==> src/rtl/dmem_arbiter.sv <==
// dmem_arbiter: shares one data-memory port between the core load/store path and the loader port.
// Grants are combinational and read data returns one cycle later. Optional macro: DMEM_ARB_LOCK_EN (adds c_lock).
module dmem_arbiter #(
    parameter int ADDR_W    = 32,
    parameter int DATA_W    = 32,
    parameter int MAX_WAIT  = 3,
    parameter int MAX_BURST = 4
) (
    input  logic              CLK,
    input  logic              reset,
`ifdef DMEM_ARB_LOCK_EN
    input  logic              c_lock,
`endif
    input  logic              c_req,
    input  logic              c_we,
    input  logic [2:0]        c_ctrl,
    input  logic [ADDR_W-1:0] c_addr,
    input  logic [DATA_W-1:0] c_wdata,
    output logic              c_gnt,
    output logic              c_rvalid,
    output logic [DATA_W-1:0] c_rdata,
    input  logic              l_req,
    input  logic              l_we,
    input  logic [2:0]        l_ctrl,
    input  logic [ADDR_W-1:0] l_addr,
    input  logic [DATA_W-1:0] l_wdata,
    output logic              l_gnt,
    output logic              l_rvalid,
    output logic [DATA_W-1:0] l_rdata,
    output logic [ADDR_W-1:0] m_addr,
    output logic [DATA_W-1:0] m_wdata,
    output logic              m_we,
    output logic [2:0]        m_ctrl,
    input  logic [DATA_W-1:0] m_rdata,
    output logic              core_stall
);
    localparam int WAIT_W  = (MAX_WAIT  < 1) ? 1 : $clog2(MAX_WAIT + 1);
    localparam int BURST_W = (MAX_BURST < 1) ? 1 : $clog2(MAX_BURST + 1);
    localparam logic [WAIT_W-1:0]  WAIT_MAX  = WAIT_W'(MAX_WAIT);
    localparam logic [BURST_W-1:0] BURST_MAX = BURST_W'(MAX_BURST);

    typedef enum logic [1:0] {OWN_IDLE = 2'd0, OWN_CORE = 2'd1, OWN_LOADER = 2'd2} owner_e;

    owner_e              owner_q, owner_d;
    logic [WAIT_W-1:0]   wait_cnt_q, wait_cnt_d;
    logic [BURST_W-1:0]  burst_cnt_q, burst_cnt_d;
    logic                c_rvalid_q, c_rvalid_d;
    logic                l_rvalid_q, l_rvalid_d;
    logic [DATA_W-1:0]   c_rdata_q, c_rdata_d;
    logic [DATA_W-1:0]   l_rdata_q, l_rdata_d;
    logic                lock_hold;
    logic                loader_wins;

`ifdef DMEM_ARB_LOCK_EN
    assign lock_hold = c_lock && (owner_q == OWN_CORE);
`else
    assign lock_hold = 1'b0;
`endif

    // Loader only beats the core while continuing a burst or once it has starved long enough.
    assign loader_wins = !lock_hold &&
                         (((owner_q == OWN_LOADER) && (burst_cnt_q < BURST_MAX)) ||
                          (wait_cnt_q >= WAIT_MAX));
    assign c_gnt      = c_req && (!l_req || !loader_wins);
    assign l_gnt      = l_req && (!c_req || loader_wins);
    assign core_stall = c_req && !c_gnt;

    always_comb begin
        m_addr  = '0;
        m_wdata = '0;
        m_we    = 1'b0;
        m_ctrl  = '0;
        if (c_gnt) begin
            m_addr  = c_addr;
            m_wdata = c_wdata;
            m_we    = c_we;
            m_ctrl  = c_ctrl;
        end else if (l_gnt) begin
            m_addr  = l_addr;
            m_wdata = l_wdata;
            m_we    = l_we;
            m_ctrl  = l_ctrl;
        end
    end

    always_comb begin
        owner_d     = c_gnt ? OWN_CORE : (l_gnt ? OWN_LOADER : OWN_IDLE);
        wait_cnt_d  = '0;
        burst_cnt_d = '0;
        if (l_req && !l_gnt) begin
            wait_cnt_d = (wait_cnt_q >= WAIT_MAX) ? WAIT_MAX : wait_cnt_q + WAIT_W'(1);
        end
        if (l_gnt) begin
            burst_cnt_d = (burst_cnt_q >= BURST_MAX) ? BURST_MAX : burst_cnt_q + BURST_W'(1);
        end
        c_rvalid_d = c_gnt && !c_we;
        l_rvalid_d = l_gnt && !l_we;
        c_rdata_d  = c_rvalid_d ? m_rdata : c_rdata_q;
        l_rdata_d  = l_rvalid_d ? m_rdata : l_rdata_q;
    end

    always_ff @(posedge CLK or negedge reset) begin
        if (!reset) begin
            owner_q     <= OWN_IDLE;
            wait_cnt_q  <= '0;
            burst_cnt_q <= '0;
            c_rvalid_q  <= 1'b0;
            l_rvalid_q  <= 1'b0;
            c_rdata_q   <= '0;
            l_rdata_q   <= '0;
        end else begin
            owner_q     <= owner_d;
            wait_cnt_q  <= wait_cnt_d;
            burst_cnt_q <= burst_cnt_d;
            c_rvalid_q  <= c_rvalid_d;
            l_rvalid_q  <= l_rvalid_d;
            c_rdata_q   <= c_rdata_d;
            l_rdata_q   <= l_rdata_d;
        end
    end

    assign c_rvalid = c_rvalid_q;
    assign l_rvalid = l_rvalid_q;
    assign c_rdata  = c_rdata_q;
    assign l_rdata  = l_rdata_q;

endmodule

==> config.mk <==
export PLATFORM = sky130hd
export DESIGN_NAME = dmem_arbiter
export DESIGN_NICKNAME = d
export VERILOG_FILES = /design/src/rtl/dmem_arbiter.sv
export SDC_FILE = /design/constraint.sdc
export NUM_CORES = 1
export LEC_CHECK = 0
export ABC_CLOCK_PERIOD_IN_PS = 2200
export CORE_AREA = 2 2 121 123
export CTS_BUF_LIST = sky130_fd_sc_hd__clkbuf_8
export CTS_CLUSTER_SIZE = 30
export DETAILED_ROUTE_END_ITERATION = 6
export DIE_AREA = 0 0 123 125
export HOLD_SLACK_MARGIN = 0.05
export PLACE_DENSITY = 0.66
export RECOVER_POWER = 50
export SYNTH_ARGS = -nofsm -noshare
export SYNTH_HDL_FRONTEND = slang
export SYNTH_SLANG_ARGS = --single-unit
==> constraint.sdc <==
create_clock -name CLK -period 2.2 [get_ports CLK]
set_input_delay 0.44 -clock CLK [delete_from_list [all_inputs] [get_ports CLK]]
set_output_delay 0.44 -clock CLK [all_outputs]
set_load 0.02 [all_outputs]
==> results.py <==
metrics = {
    "pwr": {
        "p_leak_nw": 3.29,
        "p_per_area_nw_per_um2": 640,
        "power.total_w": 0.00487,
        "vdd_drop_max_uv": 569,
    },
    "critical_path": {
        "slowest_delay_ns": 0.43,
        "worst_path_max_delay_cell": "or3b_4",
        "critPathKind": "register to primary output",
        "crit_fanout": 6,
        "worst-r2r-cell-count": 6,
        "r2r-start": "burst_cnt_q[2]",
        "start_kind": "register",
        "cp.arrival_ns": 2.05,
        "timing.rr.end": "c_rdata[24]",
        "path_common_cell": "buf_6",
        "critical_path.cell_chain": "or3b_4 -> a21boi_4 -> buf_6 -> buf_16 -> a22o_1 -> buf_6",
        "cp-end-kind": "primary output",
        "worst_ep_required_time_ns": 1.76,
        "r2r_slack_ns": 0.05,
    },
    "placement": {
        "io_buffers": 308,
        "place_area_um2": 6940,
        "place_congestion": 0.883,
        "dp_hpwl_mm": 12.0,
        "pre_cts_slack_ns": -0.747,
    },
    "synth": {
        "synth_cell_types": 26,
        "yosysSeqAreaShare_pct": 52.5,
        "syn_nets": 425,
        "synth.area.top_cells": "dfrtp_1, a22o_1, mux2_1",
        "synth_cells": 251,
        "synth_seq_cells": 73,
        "yosysWarnings": 0,
        "synth_top_cell_by_area": "dfrtp_1",
        "avgSynthCellArea_um2": 13.9,
        "synth.top_cell.area_share_pct": 52.5,
        "netlist_area_um2": 3480,
    },
    "run": {
        "drv_cap": 0,
    },
    "clock_network": {
        "cts_tree": "yes",
        "root_buffer": "clkbuf_8",
        "cts_buffers": 9,
        "cts_sinks": 73,
        "clk_latency_ns": 0.34,
        "clkTransAtPathRegs_ns": 0.07,
        "cts.path.max_buffers": 2,
        "h-tree-depth": 3,
    },
    "final_layout": {
        "layout.nets": 770,
        "antenna_cells": 0,
        "final_area_um2": 7610,
        "drive_gt1_share_pct": 29.5,
        "fin_util_pct": 53.6,
        "areaGrowthSynthToFinish_pct": 119,
    },
    "floorplan": {
        "die-width_um": 123,
        "io-pin-count": 309,
        "dieArea_um2": 15400,
        "die_height_um": 125,
        "initial_core_util_pct": 24.5,
        "coreArea_um2": 14200,
        "std_cell_rows": 44,
    },
    "detailed_routing": {
        "wl_mm": 16.1,
        "firstDrtPassIters": 4,
        "first_iter_violations": 97,
        "via_count": 3679,
        "routed_via_density": 4.69,
        "drtAntennaViolNets": 0,
        "wl_per_cell_um": 20.5,
        "drc": 0,
    },
    "worst_hold_path": {
        "hold_depth": 1,
        "hp-start": "burst_cnt_q[0]",
        "hp-class": "register to register",
        "hold_end": "burst_cnt_q[0]",
    },
    "timing": {
        "max_slew_margin_pct": 29.4,
        "rsz0062_at_grt": "yes",
        "setup_viol": 86,
        "timing.final.max_slew_violations": 0,
        "layout_setup_ws_ns": -0.289,
        "timing.fmax_ghz": 0.402,
        "period_minus_slack_ns": 2.49,
        "finClkSkew_ns": 0.0118,
        "post-route-period-util_pct": 113,
        "hold_violations": 0,
        "worst_slew_pin_slew_ns": 1.06,
        "hold_slack_ns": 0.474,
    },
    "global_routing": {
        "overflow": 0,
        "grt_max_degree": 33,
        "antenna_found_initial": 0,
        "grt_pass1_vias": 3934,
        "grt_use_total_pct": 19.1,
        "grt_pass1_wl_mm": 22.0,
    },
    "run_status": {
        "status": "complete, but fails checks",
        "violations": "setup timing",
    },
}
[logic make-up after synthesis]
family	Yosys count	share of synthesized area, %
fa+ha+maj	2	0.719
buf+inv	24	4.17
simple gates	13	3.13
flops	73	52.5
mux	64	20.7
compound gates	74	18.6
xor+xnor	1	0.252
[critical path, delay by kind of cell (launching register included)]
| kind | cells | cell delay (ns) |
|---|---|---|
| flip-flops | 1 | 0.41 |
| AND/OR/NAND/NOR | 1 | 0.43 |
| buffers and inverters | 3 | 0.45 |
| AO/OA/AOI/OAI | 2 | 0.43 |
[cell type report]
| class | instances | area [um^2] |
|---|---|---|
| Sequential cell | 73 | 1830 |
| Clock inverter | 5 | 56.3 |
| Tap cell | 184 | 230 |
| Clock buffer | 10 | 138 |
| Multi-Input combinational cell | 154 | 1590 |
| Timing Repair Buffer | 355 | 3760 |
| Fill cell | 1211 | 6590 |
| Inverter | 3 | 11.3 |
[cells in the mapped netlist]
cell type / count
xnor2_1: 1
buf_6: 3
a21oi_4: 1
nor4_4: 1
inv_1: 3
o21a_1: 1
dfrtp_1: 73
ha_1: 2
nor3b_1: 2
and3b_1: 1
mux2_1: 32
a22o_1: 68
a21boi_1: 2
nor3_1: 2
a21boi_0: 1
a21oi_1: 1
nand2b_1: 1
or3b_4: 1
nand2_1: 2
and4bb_2: 1
buf_4: 6
buf_2: 8
and3_1: 1
clkbuf_1: 4
nor3_2: 1
mux2_2: 32
[stage by stage]
step                      TNS [ns]  std cells
after detailed placement    -52.35        748
after global routing        -25.32        784
after CTS                   -15.60        774
final                       -17.52        784
after global placement      -48.68        748
after floorplan                  0        251
[flip-flops by register name, indices dropped and copies added, names as in the netlist]
| signal | flops |
|---|---|
| burst_cnt_q | 3 |
| c_rdata | 32 |
| c_rvalid | 1 |
| l_rdata | 32 |
| l_rvalid | 1 |
| owner_q | 2 |
| wait_cnt_q | 2 |
[routing by layer]
| metal | vias to the layer above | share of wire, % | wire length, um | global-route usage, % |
|---|---|---|---|---|
| li1 | 1656 | - | - | - |
| met1 | 1825 | 36 | 5770 | 19.7 |
| met2 | 174 | 51 | 8220 | 34.5 |
| met3 | 24 | 9.1 | 1460 | 6.80 |
| met4 | 0 | 3.8 | 604 | 7.95 |
| met5 | - | 0 | 0 | 0 |
[worst max-delay path by stage]
stage / start / endpoint
finish: burst_cnt_q[2] / m_addr[31]
global route: burst_cnt_q[2] / m_wdata[24]
CTS: burst_cnt_q[2] / m_wdata[25]
detailed placement: l_req / m_addr[16]
global placement: l_req / m_addr[28]
floorplan: burst_cnt_q[2] / m_addr[0]
[report_power, final]
group / internal, W / switching [W] / total (W)
clock network: 0.000546 / 0.000490 / 0.00104
logic: 0.00121 / 0.000940 / 0.00215
registers: 0.00157 / 0.000116 / 0.00169
total: 0.00332 / 0.00155 / 0.00487
[placed cells by master, fill, tap and decap left out, drive strengths merged]
cell type      count
a21boi             3
a21oi              2
a22o              68
and3               1
and3b              1
and4bb             1
buf              108
bufinv             1
clkbuf            20
clkdlybuf4s50    234
clkinv             3
clkinvlp           1
dfrtp             73
dlygate4sd2        1
dlygate4sd3        2
ha                 2
inv                3
mux2              64
nand2              2
nand2b             1
nor3               3
nor3b              2
nor4               1
o21a               1
or3b               1
xnor2              1
[what timing repair did]
action	CTS	global route
hold buffers	1	0
resized for setup	391	24
hold endpoints to repair	17	0
setup endpoints to repair	71	71
buffers inserted	6	7
pin swaps	14	46
gates cloned	4	6
Power figures use the tool's default switching activity.
